### src/rtl/instr_fetch_unit_if.sv
// Fetch-unit bus bundle: instruction-memory request/response channel plus the decode-side queue head.
// The master modport is the fetch unit; the slave modport is memory plus decode.
interface instr_fetch_unit_if #(
  parameter int AW = 32
) ();
  logic          imem_req_valid;
  logic [AW-1:0] imem_req_addr;
  logic          imem_req_ready;
  logic          imem_rsp_valid;
  logic [31:0]   imem_rsp_data;
  logic          if_valid;
  logic [AW-1:0] if_pc;
  logic [31:0]   if_instr;
  logic          id_ready;

  modport master (
    output imem_req_valid, imem_req_addr,
    input  imem_req_ready, imem_rsp_valid, imem_rsp_data,
    output if_valid, if_pc, if_instr,
    input  id_ready
  );

  modport slave (
    input  imem_req_valid, imem_req_addr,
    output imem_req_ready, imem_rsp_valid, imem_rsp_data,
    input  if_valid, if_pc, if_instr,
    output id_ready
  );
endinterface

### src/rtl/instr_fetch_unit.sv
// Instruction fetch stage: one outstanding imem read at a time, {pc, instr} pairs queued for decode.
// Optional misaligned-PC trap enabled by defining FETCH_ALIGN_CHECK_EN.
module instr_fetch_unit #(
  parameter int            DEPTH   = 2,
  parameter int            AW      = 32,
  parameter logic [AW-1:0] IDLE_PC = {AW{1'b1}}
) (
  input  logic                clk,
  input  logic                rst,
  input  logic [AW-1:0]       pc,
  input  logic                flush,
  instr_fetch_unit_if.master  bus,
  output logic                pc_advance,
  output logic                fetch_fault
);

  localparam int PW = $clog2(DEPTH);
  localparam int CW = PW + 1;

  typedef enum logic [1:0] {
    S_IDLE      = 2'd0,
    S_REQ       = 2'd1,
    S_WAIT      = 2'd2,
    S_WAIT_DROP = 2'd3
  } state_e;

  state_e        state_q, state_d;
  logic          req_valid_q, req_valid_d;
  logic [AW-1:0] req_addr_q, req_addr_d;
  logic [AW-1:0] cap_pc_q, cap_pc_d;
  logic          pc_advance_q, pc_advance_d;
  logic          drop_pending_q, drop_pending_d;
  logic          fault_q, fault_d;
  logic [CW-1:0] count_q, count_d;
  logic [PW-1:0] wr_ptr_q, wr_ptr_d;
  logic [PW-1:0] rd_ptr_q, rd_ptr_d;
  logic          if_valid_q, if_valid_d;
  logic [AW-1:0] mem_pc_q [DEPTH];
  logic [AW-1:0] mem_pc_d [DEPTH];
  logic [31:0]   mem_instr_q [DEPTH];
  logic [31:0]   mem_instr_d [DEPTH];

  logic          misalign_s;
  logic          handshake_s;
  logic          can_issue_s;
  logic          push_s;
  logic          pop_s;
  logic          push_ok_s;

`ifdef FETCH_ALIGN_CHECK_EN
  assign misalign_s = (pc != IDLE_PC) && (pc[1:0] != 2'b00);
`else
  assign misalign_s = 1'b0;
`endif

  // While pc_advance_q is high the PC register is updating, so the pc seen in IDLE is stale.
  assign can_issue_s = (pc != IDLE_PC) && !fault_q && !misalign_s && !pc_advance_q &&
                       (count_q < CW'(DEPTH));
  assign handshake_s = req_valid_q && bus.imem_req_ready;

  // Fetch FSM: next state, request channel and response acceptance.
  always_comb begin
    state_d        = state_q;
    req_valid_d    = req_valid_q;
    req_addr_d     = req_addr_q;
    cap_pc_d       = cap_pc_q;
    drop_pending_d = drop_pending_q;
    pc_advance_d   = 1'b0;
    push_s         = 1'b0;
    if (flush) begin
      req_valid_d = 1'b0;
      case (state_q)
        S_REQ: begin
          if (handshake_s) begin
            state_d        = S_WAIT_DROP;
            drop_pending_d = 1'b1;
          end else begin
            state_d        = S_IDLE;
            drop_pending_d = 1'b0;
          end
        end
        S_WAIT, S_WAIT_DROP: begin
          // A response arriving with the flush is itself the one being discarded.
          if (bus.imem_rsp_valid) begin
            state_d        = S_IDLE;
            drop_pending_d = 1'b0;
          end else begin
            state_d        = S_WAIT_DROP;
            drop_pending_d = 1'b1;
          end
        end
        default: begin
          state_d        = S_IDLE;
          drop_pending_d = 1'b0;
        end
      endcase
    end else begin
      case (state_q)
        S_IDLE: begin
          if (can_issue_s) begin
            state_d     = S_REQ;
            req_valid_d = 1'b1;
            req_addr_d  = {pc[AW-1:2], 2'b00};
            cap_pc_d    = pc;
          end else begin
            state_d     = S_IDLE;
          end
        end
        S_REQ: begin
          if (handshake_s) begin
            state_d     = S_WAIT;
            req_valid_d = 1'b0;
          end else begin
            state_d     = S_REQ;
          end
        end
        S_WAIT: begin
          if (bus.imem_rsp_valid) begin
            state_d      = S_IDLE;
            push_s       = 1'b1;
            pc_advance_d = 1'b1;
          end else begin
            state_d      = S_WAIT;
          end
        end
        S_WAIT_DROP: begin
          if (bus.imem_rsp_valid) begin
            state_d        = S_IDLE;
            drop_pending_d = 1'b0;
          end else begin
            state_d        = S_WAIT_DROP;
          end
        end
        default: begin
          state_d        = S_IDLE;
          req_valid_d    = 1'b0;
          drop_pending_d = 1'b0;
        end
      endcase
    end
  end

  // Alignment fault: latched from IDLE, cleared only by flush.
  always_comb begin
    if (flush) begin
      fault_d = 1'b0;
    end else if ((state_q == S_IDLE) && misalign_s) begin
      fault_d = 1'b1;
    end else begin
      fault_d = fault_q;
    end
  end

  assign pop_s = (count_q != {CW{1'b0}}) && bus.id_ready;

  // Response FIFO: a pop frees its slot before a same-cycle push lands.
  always_comb begin
    count_d     = count_q;
    wr_ptr_d    = wr_ptr_q;
    rd_ptr_d    = rd_ptr_q;
    mem_pc_d    = mem_pc_q;
    mem_instr_d = mem_instr_q;
    push_ok_s   = 1'b0;
    if (flush) begin
      count_d  = {CW{1'b0}};
      wr_ptr_d = {PW{1'b0}};
      rd_ptr_d = {PW{1'b0}};
    end else begin
      push_ok_s = push_s && ((count_q < CW'(DEPTH)) || pop_s);
      if (pop_s) begin
        rd_ptr_d = rd_ptr_q + PW'(1);
      end else begin
        rd_ptr_d = rd_ptr_q;
      end
      if (push_ok_s) begin
        mem_pc_d[wr_ptr_q]    = cap_pc_q;
        mem_instr_d[wr_ptr_q] = bus.imem_rsp_data;
        wr_ptr_d              = wr_ptr_q + PW'(1);
      end else begin
        wr_ptr_d = wr_ptr_q;
      end
      count_d = count_q + CW'(push_ok_s) - CW'(pop_s);
    end
    if_valid_d = (count_d != {CW{1'b0}});
  end

  // State and output registers.
  always_ff @(posedge clk) begin
    if (rst) begin
      state_q        <= S_IDLE;
      req_valid_q    <= 1'b0;
      req_addr_q     <= {AW{1'b0}};
      cap_pc_q       <= {AW{1'b0}};
      pc_advance_q   <= 1'b0;
      drop_pending_q <= 1'b0;
      fault_q        <= 1'b0;
      count_q        <= {CW{1'b0}};
      wr_ptr_q       <= {PW{1'b0}};
      rd_ptr_q       <= {PW{1'b0}};
      if_valid_q     <= 1'b0;
      for (int i = 0; i < DEPTH; i++) begin
        mem_pc_q[i]    <= {AW{1'b0}};
        mem_instr_q[i] <= 32'h0000_0000;
      end
    end else begin
      state_q        <= state_d;
      req_valid_q    <= req_valid_d;
      req_addr_q     <= req_addr_d;
      cap_pc_q       <= cap_pc_d;
      pc_advance_q   <= pc_advance_d;
      drop_pending_q <= drop_pending_d;
      fault_q        <= fault_d;
      count_q        <= count_d;
      wr_ptr_q       <= wr_ptr_d;
      rd_ptr_q       <= rd_ptr_d;
      if_valid_q     <= if_valid_d;
      mem_pc_q       <= mem_pc_d;
      mem_instr_q    <= mem_instr_d;
    end
  end

  assign bus.imem_req_valid = req_valid_q;
  assign bus.imem_req_addr  = req_addr_q;
  assign bus.if_valid       = if_valid_q;
  assign bus.if_pc          = mem_pc_q[rd_ptr_q];
  assign bus.if_instr       = mem_instr_q[rd_ptr_q];
  assign pc_advance         = pc_advance_q && !flush;
  assign fetch_fault        = fault_q;

endmodule

### src/flat_wrapper.sv
// flat-port wrapper written by rule: the top's interface ports become plain ports
module instr_fetch_unit_flat 
#(
  parameter int            DEPTH   = 2,
  parameter int            AW      = 32,
  parameter logic [AW-1:0] IDLE_PC = {AW{1'b1}}
)
  (clk, rst, pc, flush, pc_advance, fetch_fault, bus_imem_req_valid, bus_imem_req_addr, bus_imem_req_ready, bus_imem_rsp_valid, bus_imem_rsp_data, bus_if_valid, bus_if_pc, bus_if_instr, bus_id_ready);
  instr_fetch_unit_if #(.AW(AW)) bus_i ();
  input  logic clk;
  input  logic rst;
  input  logic [AW-1:0] pc;
  input  logic flush;
  output logic pc_advance;
  output logic fetch_fault;
  output wire logic [$bits(bus_i.imem_req_valid)-1:0] bus_imem_req_valid;
  output wire logic [$bits(bus_i.imem_req_addr)-1:0] bus_imem_req_addr;
  input wire logic [$bits(bus_i.imem_req_ready)-1:0] bus_imem_req_ready;
  input wire logic [$bits(bus_i.imem_rsp_valid)-1:0] bus_imem_rsp_valid;
  input wire logic [$bits(bus_i.imem_rsp_data)-1:0] bus_imem_rsp_data;
  output wire logic [$bits(bus_i.if_valid)-1:0] bus_if_valid;
  output wire logic [$bits(bus_i.if_pc)-1:0] bus_if_pc;
  output wire logic [$bits(bus_i.if_instr)-1:0] bus_if_instr;
  input wire logic [$bits(bus_i.id_ready)-1:0] bus_id_ready;
  assign bus_imem_req_valid = bus_i.imem_req_valid;
  assign bus_imem_req_addr = bus_i.imem_req_addr;
  assign bus_i.imem_req_ready = bus_imem_req_ready;
  assign bus_i.imem_rsp_valid = bus_imem_rsp_valid;
  assign bus_i.imem_rsp_data = bus_imem_rsp_data;
  assign bus_if_valid = bus_i.if_valid;
  assign bus_if_pc = bus_i.if_pc;
  assign bus_if_instr = bus_i.if_instr;
  assign bus_i.id_ready = bus_id_ready;
  instr_fetch_unit #(.DEPTH(DEPTH), .AW(AW), .IDLE_PC(IDLE_PC)) u_core (.clk(clk), .rst(rst), .pc(pc), .flush(flush), .bus(bus_i), .pc_advance(pc_advance), .fetch_fault(fetch_fault));
endmodule
### config.mk
export PLATFORM = sky130hd
export DESIGN_NAME = instr_fetch_unit_flat
export DESIGN_NICKNAME = d
export VERILOG_FILES = /design/src/rtl/instr_fetch_unit_if.sv /design/src/rtl/instr_fetch_unit.sv /design/src/flat_wrapper.sv
export SDC_FILE = /design/constraint.sdc
export NUM_CORES = 1
export LEC_CHECK = 0
export ABC_CLOCK_PERIOD_IN_PS = 2300
export CELL_PAD_IN_SITES_DETAIL_PLACEMENT = 1
export CELL_PAD_IN_SITES_GLOBAL_PLACEMENT = 1
export CORE_ASPECT_RATIO = 0.8
export CORE_MARGIN = 5
export CORE_UTILIZATION = 38
export CTS_BUF_LIST = sky130_fd_sc_hd__clkbuf_4 sky130_fd_sc_hd__clkbuf_8
export DETAILED_ROUTE_END_ITERATION = 8
export PLACE_DENSITY_LB_ADDON = 0.05
export SYNTH_ARGS = -nofsm -noshare
export SYNTH_HDL_FRONTEND = slang
export SYNTH_SLANG_ARGS = --single-unit
### constraint.sdc
create_clock -name clk -period 2.3 [get_ports clk]
set_input_delay 0.23 -clock clk [delete_from_list [all_inputs] [get_ports clk]]
set_output_delay 0.23 -clock clk [all_outputs]
set_load 0.01 [all_outputs]
==> results of run 1 <==
==> timing repair <==
| action | CTS | global route |
|---|---|---|
| endpoints found under the hold margin | 1 | 0 |
| resized for setup | 0 | 0 |
| hold buffers | 1 | 0 |
==> worst min path at each step <==
stage                                         to  cells past startpoint
after floorplan            u_core.mem_instr_q[0]                      2
after global placement       u_core.mem_pc_q[16]                      2
after detailed placement  u_core.mem_instr_q[23]                      2
after CTS                 u_core.mem_instr_q[41]                      3
after global routing      u_core.mem_instr_q[41]                      3
final                     u_core.mem_instr_q[41]                      3
==> logic make-up after synthesis <==
logic type	Yosys count	share of synthesized area (%)
AOI/OAI and AO/OA	139	10.2
xor gates and xnor gates	3	0.368
adders and majority gates	2	0.350
buffers and inverters	95	7.39
DFF	169	47.4
muxes	96	14.6
other	1	0.0525
and+or+nand+nor	353	19.7
==> sequential cells by signal, summed over array words and instances (netlist names) <==
register,cells
u_core.mem_instr_q,64
u_core.wr_ptr_q,1
u_core.rd_ptr_q,1
u_core.mem_pc_q,64
u_core.bus.if_valid,1
u_core.state_q,2
u_core.count_q,2
u_core.cap_pc_q,32
u_core.bus.imem_req_valid,1
u_core.pc_advance_q,1
==> cells in the final DEF (no fill, tap or decap), types with 3 or more instances in the layout <==
cell             synthesis  routed
clkbuf_8                 0      17
a21oi_1                131     131
mux2_2                  64      64
dfxtp_1                169     168
nor2b_1                  3       3
conb_1                   1       3
nand2_1                320     320
buf_4                   33      11
clkinv_4                 0       3
clkdlybuf4s50_1          0     165
nor2_1                   5       5
clkinvlp_4               0       5
o21a_1                   3       3
mux2i_1                 32      32
xnor2_1                  3       3
buf_12                   0       9
nand4_1                  8       8
==> cell type report <==
| type | count | area [µm²] | area share (%) |
|---|---|---|---|
| clock inverter | 14 | 149 | 1.60 |
| tap | 253 | 317 | 3.41 |
| timing repair buffer | 186 | 1920 | 20.7 |
| multi-input combinational | 596 | 3250 | 35.0 |
| sequential | 169 | 3390 | 36.5 |
| clock buffer | 18 | 241 | 2.60 |
| inverter | 3 | 11.3 | 0.121 |
==> stage by stage <==
stage | total power, µW | util, % | worst slack [ns] | instance area (µm²)
2_1_floorplan | 3310 | - | 0.541 | 7150
4_1_cts | 5630 | 50.6 | 0.0647 | 9280
5_1_grt | 5800 | 50.6 | 0.0229 | 9280
3_5_place_dp | 3540 | 48.5 | 0.0735 | 8880
3_3_place_gp | 3530 | 48.5 | 0.177 | 8880
6_report | 5570 | 50.6 | 0.114 | 9280
==> power by group through the flow <==
stage	clock network (µW)	logic [µW]	registers, µW
finish	2100	452	3020
global route	2280	488	3030
CTS	2150	456	3020
detailed placement	0	453	3090
global placement	0	444	3090
floorplan	0	239	3070
==> critical path, stage by stage (launching register included) <==
cell	delay, ns
dfxtp_4	0.38
buf_12	0.23
mux2_2	0.37
clkdlybuf4s50_1	0.53
==> metal layers <==
| layer | part of all wire [%] | vias up | routed length, µm |
|---|---|---|---|
| met5 | 0 | - | 0 |
| met4 | 1.1 | 0 | 234 |
| met3 | 4.6 | 18 | 969 |
| met2 | 50 | 114 | 10700 |
| met1 | 44 | 3036 | 9340 |
| li1 | - | 3004 | - |
==> metrics.txt, run 1 <==
I/O Pins=170; met2 usage=35.1%; vias in the first global route=6864; vias per cell=4.98; Antenna diodes=0; Setup Total Neg Slack=0 ns; Top FF cell, synth=dfxtp_1; count of final setup violators=0; Synth Area per Inst=8.33 µm²; Cell Area, Synth=0.00714 mm²; P_sw=1380 µW; synthesis warning total=0; final hold vios=0; Max Fclk=458 MHz; fin nets=1045; initial antenna violation count=0; #FFs+latches synth=169; crit path from=u_core.rd_ptr_q; CTS root buf=clkbuf_8; min-delay src=bus_imem_rsp_data[9]; VDD IR max=0.297 mV; EDFF count, synth=0; Final Skew=0.0146 ns; GR peak layer=met2; reg2reg end=u_core.bus.if_valid; PortBufs=166; WS Path Type=reg2out; status=finished clean; min Tclk post-route=2.19 ns; CTS tree=built; Post-Synthesis Cells=858; first-pass GRT wire length=34.7 mm; most frequent cell after synthesis=nand2_1; post-route insts no fill=1239; Synth cell types=34; num rows=44; Post-CTS Setup Bufs=0; RSZ-0062 raised after global routing=false; die extent in x=163 µm; worst skew pair latency=0.45 ns; worst slew pin tran=0.697 ns; Reg2Reg Depth=7; Initial DRC Count=265; Hold WS=0.356 ns; Starting Density=39.0%; top cells by count, synth=nand2_1 (320), dfxtp_1 (169), a21oi_1 (131); HP Class=in2reg; Post-DP HPWL=14.5 mm; power share of the clock group=37.7%; worst endpoint required time=2.07 ns; reg2reg start=u_core.count_q[1]; leading post-synthesis cells by cell area=dfxtp_1 (47%), nand2_1 (17%), mux2_2 (10%); via count=6172; Die ar.=0.0217 mm²; LEAKAGE=0.00324 µW; H-Tree Depth=4; core area=0.0183 mm²; GRT Total Usage=19.8%; DR DRC count=0; Crit Path Max Fanout=33; Critical Path Start Type=flip-flop; CTS buffer count=17; sw frac=24.7%; met3 GRT Util=5.04%; layout cell share with drive strength beyond 1=12.7%; r2r setup slk=0.36 ns; wire per inst=17.1 µm; Combinational Power Share=8.1%; Setup crit end=bus_if_pc[23]; chip height=133 µm; fillers=2104; placer congestion estimate=0.786; detailed-route wire length=21.2 mm; CP endpoint kind=primary output; internal power=4190 µW; DRT antenna net count=0; sequential share of the synthesized area=47.4%; area leader, netlist=dfxtp_1; CTS clock-pin slew for the worst setup and hold paths=0.09 ns; share of the synthesized area in the top cell type=47.4%; fin crit share=95.0%; Post-Place Cells=1206; Area growth syn-to-layout=30.0%; GR Util met1=23.9%; crit path DAT=1.96 ns; clk sinks=169; Power Density=600 mW/mm²; aggregate global routing overflow=0; Slew Limit Fails=0; pin count of the biggest net entering global routing=67; Max Root-Sink Buffers=2; MaxCap Viol Count=0; post-synthesis async set-or-reset flop share=0%; TritonRoute pass-1 iters=4; Slew HR=53.5%; Seq pwr share=54.2%
No activity file was read; power rests on OpenSTA's default activity.
==> inputs of run 2 (changes only) <==
--- a/config.mk
+++ b/config.mk
@@ -5,12 +5,12 @@
 export SDC_FILE = /design/constraint.sdc
 export NUM_CORES = 1
 export LEC_CHECK = 0
+export ABC_AREA = 1
 export ABC_CLOCK_PERIOD_IN_PS = 2300
 export CELL_PAD_IN_SITES_DETAIL_PLACEMENT = 1
 export CELL_PAD_IN_SITES_GLOBAL_PLACEMENT = 1
-export CORE_ASPECT_RATIO = 0.8
-export CORE_MARGIN = 5
-export CORE_UTILIZATION = 38
+export CORE_ASPECT_RATIO = 0.75
+export CORE_UTILIZATION = 36
 export CTS_BUF_LIST = sky130_fd_sc_hd__clkbuf_4 sky130_fd_sc_hd__clkbuf_8
 export DETAILED_ROUTE_END_ITERATION = 8
 export PLACE_DENSITY_LB_ADDON = 0.05
==> metrics.txt, run 2 <==
Final Skew=0.0154 ns (+0.000770 ns); LEAKAGE=0.00440 µW (+36%); Setup WS pre-CTS=0.196 ns (+0.123 ns); Post-Synthesis Cells=1089 (+27%); H-Tree Depth=4 (unchanged); aggregate global routing overflow=0 (unchanged); initial antenna violation count=0 (unchanged); Antenna diodes=0 (unchanged); MaxCap Viol Count=0 (unchanged); placer congestion estimate=0.751 (-4.5%); worst endpoint required time=2.07 ns (about the same); Critical Path Start Type=flip-flop; fin nets=1266 (+21%); synthesis warning total=0 (unchanged); leading post-synthesis cells by cell area=dfxtp_1 (46%), nand2_1 (14%), nor2_1 (8.9%); Top FF cell, synth=dfxtp_1; Starting Density=36.7% (-2.3 points); WHS Endpoint=u_core.mem_instr_q[43]; crit path DAT=1.95 ns (about the same); HP Class=in2reg; EDFF count, synth=0 (unchanged); share of the synthesized area in the top cell type=45.6% (-1.7 points); post-synthesis async set-or-reset flop share=0% (unchanged); CTS resizes=1 (+1); die extent in x=168 µm (+2.7%); Area growth syn-to-layout=28.1%; VDD IR max=0.248 mV (-17%); Die ar.=0.0212 mm² (-2.2%); Hold WS=0.379 ns (+0.0230 ns); vias per cell=4.79 (-3.9%); via count=7007 (+14%); Post-DP HPWL=14.6 mm (+0.62%); r2r setup slk=0.66 ns (+0.30 ns); sequential share of the synthesized area=45.6% (-1.7 points); largest stage delay on the critical path=0.54 ns (about the same); highest-count cells in the layout ignoring fill and taps=nand2_1 (284), nor2_1 (176), dfxtp_1 (168), clkdlybuf4s50_1 (165), o21ai_0 (126); hold_buf cts=0 (-1); CTS buffer count=17 (unchanged); worst skew pair latency=0.47 ns (+0.02 ns); Placed Area=0.00911 mm² (+2.6%); DRT antenna net count=0 (unchanged); clk sinks=169 (unchanged); reg2reg start=u_core.state_q[0]; final hold vios=0 (unchanged); WS Path Type=reg2out; wire per inst=15.1 µm (-12%); Worst path top cell family by delay=buffers and inverters; Initial DRC Count=394 (+49%); RSZ-0062 raised after global routing=false; setup ws final=0.116 ns (+0.00175 ns); Crit Path Max Fanout=12 (-64%); Synth Area per Inst=6.81 µm² (-18%); fin crit share=95.0% (about the same); Synth cell types=25 (-26%); Max Fclk=458 MHz (about the same); violated checks=DRC; TritonRoute pass-1 iters=6 (+2); pin count of the biggest net entering global routing=74 (+10%); #FFs+latches synth=169 (unchanged); CTS clock-pin slew for the worst setup and hold paths=0.09 ns (about the same); crit-path most repeated cell=nand2_1; I/O Pins=170 (unchanged); min-delay src=bus_imem_rsp_data[11]; count of final setup violators=0 (unchanged); Bufs and invs on worst path=3 (+1); layout cell share with drive strength beyond 1=5.06% (-7.6 points); GRT Total Usage=21.7% (+1.9 points); PortBufs=166 (unchanged); fin util=47.0% (-3.6 points); num rows=45 (+2.3%); min Tclk post-route=2.18 ns (-0.00175 ns); vias in the first global route=7004 (+2.0%); Slew Limit Fails=0 (unchanged); DR DRC count=2 (+2); crit path cell chain=inv_4 > buf_4 > nand2_1 > nand2_1 > clkdlybuf4s50_1; top cells by count, synth=nand2_1 (284), nor2_1 (176), dfxtp_1 (169); Setup Total Neg Slack=0 ns (unchanged); Max Root-Sink Buffers=2 (unchanged); Slowest-stage cell, CP=clkdlybuf4s50_1; most common cell after layout, fill and taps aside=nand2_1; top flop regs=u_core.mem_instr_q (64), u_core.mem_pc_q (64), u_core.cap_pc_q (32); area leader, netlist=dfxtp_1; most frequent cell after synthesis=nand2_1; Reg2Reg Depth=5 (-2); CTS tree=built; final instance area=0.00950 mm² (+2.3%); CP endpoint kind=primary output; Hold Crit Depth=3 (unchanged); reg2reg end=u_core.cap_pc_q[1]; detailed-route wire length=22.1 mm (+4.4%); chip height=126 µm (-4.8%); Cell Area, Synth=0.00741 mm² (+3.8%); Power Density=603 mW/mm² (+0.42%); status=complete, but fails checks; first-pass GRT wire length=36.5 mm (+5.2%); Post-CTS Setup Bufs=0 (unchanged); CTS root buf=clkbuf_8; core area=0.0202 mm² (+10%)
-- run 2: changes by cell type in the layout (fill, tap and decap cells not counted), sizes merged, moves of 25 or more --
| cell | before | now |
|---|---|---|
| nand2 | 320 | 286 |
| nand4 | 8 | 33 |
| mux2 | 64 | 0 |
| o21ai | 1 | 131 |
| mux2i | 32 | 0 |
| a21oi | 131 | 69 |
| nor2 | 5 | 178 |
| inv | 5 | 110 |
-- run 2: worst max-delay path by stage --
stage	from	endpoint	slack, ns	depth (start not counted)
after floorplan	u_core.state_q[1]	u_core.mem_instr_q[55]	0.91	8
after global placement	pc[17]	u_core.cap_pc_q[24]	0.26	11
after detailed placement	pc[16]	u_core.cap_pc_q[14]	0.20	11
after CTS	u_core.rd_ptr_q	bus_if_pc[1]	0.07	5
after global routing	u_core.rd_ptr_q	bus_if_pc[5]	0.01	5
final	u_core.rd_ptr_q	bus_if_pc[5]	0.12	5
-- run 2: cells by family after synthesis --
group	Yosys count	synth area share (%)
compound gates	200	13.5
xor+xnor	2	0.236
fa+ha+maj	2	0.337
buf+inv	212	12.9
flops	169	45.6
other cells	1	0.0506
simple gates	503	27.3
-- run 2: worst reg2reg max path, stage by stage, from the launching register on --
cell     delay (ns)
dfxtp_1        0.38
nor4_4         0.41
buf_4          0.43
nand4_1        0.18
nand2_1        0.10
nor2_1         0.04
-- run 2: metrics by stage --
step | power, µW | instances
global placement | 3710 | 1433
detailed placement | 3710 | 1433
global route | 5990 | 1464
floorplan | 3430 | 1091
CTS | 5800 | 1464
finish | 5720 | 1464
-- run 2: layout make-up --
| cell class | count | area [µm²] |
|---|---|---|
| Clock buffer | 21 | 283 |
| Clock inverter | 10 | 93.8 |
| Fill cell | 2565 | 10700 |
| Inverter | 110 | 418 |
| Multi-Input combinational cell | 710 | 3080 |
| Sequential cell | 169 | 3380 |
| Tap cell | 258 | 323 |
| Timing Repair Buffer | 186 | 1920 |
-- run 2: power by group --
part	internal, µW	switching (µW)
registers	2980	41.6
logic	294	321
clock network	947	1140
total	4230	1500
-- run 2: per-layer routing --
metal | GRT usage (%) | up-vias | part of all wire [%] | wire length, µm
met1 | 29.8 | 3308 | 50 | 11000
li1 | - | 3568 | - | -
met5 | 0 | - | 0 | 0
met2 | 35.1 | 120 | 45 | 10000
met3 | 4.09 | 11 | 4.3 | 962
met4 | 5.18 | 0 | 0.62 | 137
==> RTL edit 1 (flow settings as in run 2) <==
`AW` is set to 32 in 3 places; all go to 48.
--- a/src/rtl/instr_fetch_unit_if.sv
+++ b/src/rtl/instr_fetch_unit_if.sv
@@ -1,7 +1,7 @@
 // Fetch-unit bus bundle: instruction-memory request/response channel plus the decode-side queue head.
 // The master modport is the fetch unit; the slave modport is memory plus decode.
 interface instr_fetch_unit_if #(
-  parameter int AW = 32
+  parameter int AW = 48
 ) ();
   logic          imem_req_valid;
   logic [AW-1:0] imem_req_addr;
--- a/src/rtl/instr_fetch_unit.sv
+++ b/src/rtl/instr_fetch_unit.sv
@@ -2,7 +2,7 @@
 // Optional misaligned-PC trap enabled by defining FETCH_ALIGN_CHECK_EN.
 module instr_fetch_unit #(
   parameter int            DEPTH   = 2,
-  parameter int            AW      = 32,
+  parameter int            AW      = 48,
   parameter logic [AW-1:0] IDLE_PC = {AW{1'b1}}
 ) (
   input  logic                clk,
--- a/src/flat_wrapper.sv
+++ b/src/flat_wrapper.sv
@@ -2,7 +2,7 @@
 module instr_fetch_unit_flat 
 #(
   parameter int            DEPTH   = 2,
-  parameter int            AW      = 32,
+  parameter int            AW      = 48,
   parameter logic [AW-1:0] IDLE_PC = {AW{1'b1}}
 )
   (clk, rst, pc, flush, pc_advance, fetch_fault, bus_imem_req_valid, bus_imem_req_addr, bus_imem_req_ready, bus_imem_rsp_valid, bus_imem_rsp_data, bus_if_valid, bus_if_pc, bus_if_instr, bus_id_ready);
Ports: changed (resized bus_if_pc, bus_imem_req_addr and pc); port bits go from 170 to 218. No check against the original RTL was run, so the function may have changed too.
==> RTL edit 1 against run 2 <==
Power grew 49%; synthesized area increased by 30%; non-clock buffer count increased by 62; worst hold slack worse by 0.065 ns; first-iteration DRC count down 8.1%; setup slack worse by 0.042 ns; wire length up 43%; design area rose by 34%; sequential cell count grew 48; largest power group unchanged.
==> RTL edit 1: results (changes against run 2) <==
Worst Tran Pin Value: 0.615 ns
Vias in the first global route: 9133 (was 7004)
Critical Path AT: 2.00 ns (was 1.95 ns)
Antenna violations before repair: 1 (was 0)
Syn Inst Count: 1417 (was 1089)
CTS Buffer Depth: 3 (was 2)
CTS Buf Count: 38 (was 17)
All-layer global routing usage: 22.4% (was 21.7%)
Top cells by area, synth: dfxtp_1 (45%), nand2_1 (15%), nor2_1 (7.7%) (was dfxtp_1 (46%), nand2_1 (14%), nor2_1 (8.9%))
H-tree depth: 2 (was 4)
Cell leakage power: 6.23 nW (was 4.40 nW)
Clock Skews: 0.0195 ns (was 0.0154 ns)
First-pass GRT wire length: 48500 um (was 36500 um)
Share of cells above drive strength 1: 6.68% (was 5.06%)
Reg2Reg Launch Point: u_core.state_q[1] (was u_core.state_q[0])
Placed Area: 11800 sq um (was 9110 sq um)
Adder-cell area share of the yosys netlist: 0.260% (was 0.337%)
Inst Count DP: 1863 (was 1433)
Crit path max fanout: 20 (was 12)
Result of the run: finished clean (was complete, but fails checks)
Met3 Use GR: 4.08% (was 4.09%)
Global Route met2 Usage: 35.8% (was 35.1%)
Power Density: 667 nW/um^2 (was 603 nW/um^2)
Initial DRC count: 362 (was 394)
DRT Pass-1 Iters: 4 (was 6)
Reg clk slew, reported paths: 0.06 ns (was 0.09 ns)
WL/cell: 16.3 um (was 15.1 um)
Fraction of the yosys area taken by sequential cells: 45.1% (was 45.6%)
Post-synth top cells: nand2_1 (379), dfxtp_1 (217), nor2_1 (198) (was nand2_1 (284), nor2_1 (176), dfxtp_1 (169))
Regs by FF count: u_core.mem_pc_q x96, u_core.mem_instr_q x64, u_core.cap_pc_q x47 (was u_core.mem_instr_q x64, u_core.mem_pc_q x64, u_core.cap_pc_q x32)
Clock insertion delay at the later pin of the skew report: 0.53 ns (was 0.47 ns)
HPWL after DPL: 20200 um (was 14600 um)
Largest net degree at the start of global routing: 102 (was 74)
VDD IR max: 337 uV (was 248 uV)
Hold_sp: bus_imem_rsp_data[30] (was bus_imem_rsp_data[11])
Post-Synth XOR/XNOR Area: 0.182% (was 0.236%)
Nets: 1653 (was 1266)
Compound-cell area share of the yosys netlist: 13.7% (was 13.5%)
Met1 Use GR: 31.0% (was 29.8%)
Vias per inst: 4.80 (was 4.79)
GP Congestion: 0.784 (was 0.751)
Vias: 9265 (was 7007)
Pre-CTS setup slack: 0.209 ns (was 0.196 ns)
==> RTL edit 1: cell types whose count changed after synthesis, moves of 24 or more <==
cell,change
nand2_1,+95
a21oi_1,+33
o21ai_1,+37
dfxtp_1,+48
inv_1,+43
buf_4,+24
==> RTL edit 1: path summary, 6_finish.rpt <==
kind,to,slack [ns],depth (start not counted)
max,bus_if_instr[21],0.07,4
min,u_core.mem_instr_q[62],0.31,3
max reg2reg,u_core.mem_pc_q[67],0.44,7
min reg2reg,u_core.mem_instr_q[4],0.48,2
==> RTL edit 1: through the flow <==
step                power [mW]  utilization, %
floorplan                 4.46               -
global placement          4.86            45.2
detailed placement        4.87            45.2
CTS                       8.62            48.4
global route              8.90            48.9
finish                    8.51            48.9
==> RTL edit 1: area by class of cell <==
class                      count  area, sq um
fill                        3295        13300
tap                          344          430
clock buffer                  60          751
clock inverter                 1         30.0
timing repair inverter         1         8.76
multi-input combinational    903         3910
sequential                   217         4350
inverter                     156          606
timing repair buffer         248         2680
==> RTL edit 1: cells by family (layout without fill, tap and decap cells) <==
| group | after synthesis | in the layout |
|---|---|---|
| simple gates | 632 | 632 |
| buf+inv | 299 | 466 |
| compound gates | 264 | 264 |
| flops | 217 | 217 |
| fa+ha+maj | 2 | 2 |
| xor+xnor | 2 | 2 |
| other cells | 1 | 3 |
==> RTL edit 1: power by group <==
| group | internal [mW] | switching, mW |
|---|---|---|
| clock network | 2.16 | 1.57 |
| logic | 0.417 | 0.470 |
| registers | 3.84 | 0.0590 |
==> RTL edit 1: metal layers <==
layer / up-vias / wire length, um
met3: 40 / 1340
met5: - / 0
met4: 0 / 485
met1: 4368 / 15600
li1: 4668 / -
met2: 189 / 14100
==> RTL edit 1: critical path, stage by stage, from the launching register on <==
cell and delay [ns]:
dfxtp_4 0.49, clkbuf_16 0.26, nand2_1 0.08, nand2_1 0.08, clkdlybuf4s50_1 0.54
==> RTL edit 1: what timing repair did <==
item	CTS	global route
setup endpoints to repair	70	33
setup buffers	0	2
hold endpoints to repair	0	0
cloned	1	3
resized for setup	5	22
==> RTL edit 2 (config.mk and constraints of run 2) <==
Without the edit above. Make the reset (`rst`) asynchronous in one clocked block.
--- a/src/rtl/instr_fetch_unit.sv
+++ b/src/rtl/instr_fetch_unit.sv
@@ -185,7 +185,7 @@
   end
 
   // State and output registers.
-  always_ff @(posedge clk) begin
+  always_ff @(posedge clk or posedge rst) begin
     if (rst) begin
       state_q        <= S_IDLE;
       req_valid_q    <= 1'b0;
Behaviour: differs if rst is asserted again (counterexample within 4 cycles, from zero or initial values and one cycle with rst high); with rst held inactive, the same outputs for 4 cycles.
==> RTL edit 2 against run 2 <==
Synthesized cell count is 14% lower; first-iteration DRC count is 2.3% lower; synthesized area is 5.8% higher; wire length is 10% lower; cell count is 6.8% lower; sequential cell count stayed put; via count is 13% lower; design area is 6.2% higher; setup slack worse by 0.030 ns.
Power is not compared: it rests on default switching activity, and its combinational part moved more than twofold at a synthesized area within 25%.
==> RTL edit 2: results (changes against run 2) <==
Top cells by area, synth: dfrtp_1 (54%), nand2_1 (19%), o21ai_2 (6.1%) (was dfxtp_1 (46%), nand2_1 (14%), nor2_1 (8.9%))
All-layer global routing usage: 18.6% (was 21.7%)
Vias in the first global route: 6113 (was 7004)
Multi-input gate area: 2680 sq um (was 3080 sq um)
Nets: 1135 (was 1266)
Result of the run: finished clean (was complete, but fails checks)
FILL cells: 2499 (was 2565)
Inverters: 107 (was 110)
Buffers outside the clock class: 183 (was 186)
M1 WL: 9680 um (was 11000 um)
Worst R2R Setup Slack: 0.70 ns (was 0.66 ns)
HPWL after DPL: 13200 um (was 14600 um)
Non-clock buffers, area share: 19.8% (was 20.2%)
DRT Pass-1 Iters: 4 (was 6)
Crit path max fanout: 25 (was 12)
Fin cells: 1364 (was 1464)
Critical register-to-register path endpoint: u_core.mem_pc_q[55] (was u_core.cap_pc_q[1])
Global Route met2 Usage: 29.6% (was 35.1%)
Clock Skews: 0.0182 ns (was 0.0154 ns)
FF+latch area: 4230 sq um (was 3380 sq um)
Inst Count DP: 1330 (was 1433)
Critical Path AT: 1.98 ns (was 1.95 ns)
Pre-CTS setup slack: 0.156 ns (was 0.196 ns)
First-pass GRT wire length: 32000 um (was 36500 um)
GP Congestion: 0.725 (was 0.751)
Syn_area_per_cell: 8.33 sq um (was 6.81 sq um)
R2R cell count: 6 (was 5)
==> RTL edit 2: cell count changes after synthesis, sizes merged, moves of 18 or more <==
cell / delta
dfrtp: +169
dfxtp: -169
nor2: -160
nand2: +102
a21oi: -66
nand4: -33
o21ai: +31
clkbuf: -18
==> RTL edit 2: kinds of logic after synthesis <==
kind of cell,share of synthesized area (%)
simple gates,20.0
buf+inv,12.2
flops,53.9
compound gates,13.4
fa+ha+maj,0.319
xor+xnor,0.112
other cells,0.0478
==> RTL edit 2: power breakdown <==
part / internal (mW) / total, mW / switching, mW
logic: 2.60 / 5.25 / 2.65
clock network: 1.02 / 2.21 / 1.19
registers: 3.91 / 4.53 / 0.619
total: 7.53 / 12.0 / 4.46
==> RTL edit 2: repair_timing <==
item                                    CTS  global route
hold buffers                              0             0
cloned                                    0             2
endpoints found under the setup margin   54            21
gates resized for setup                   2             9
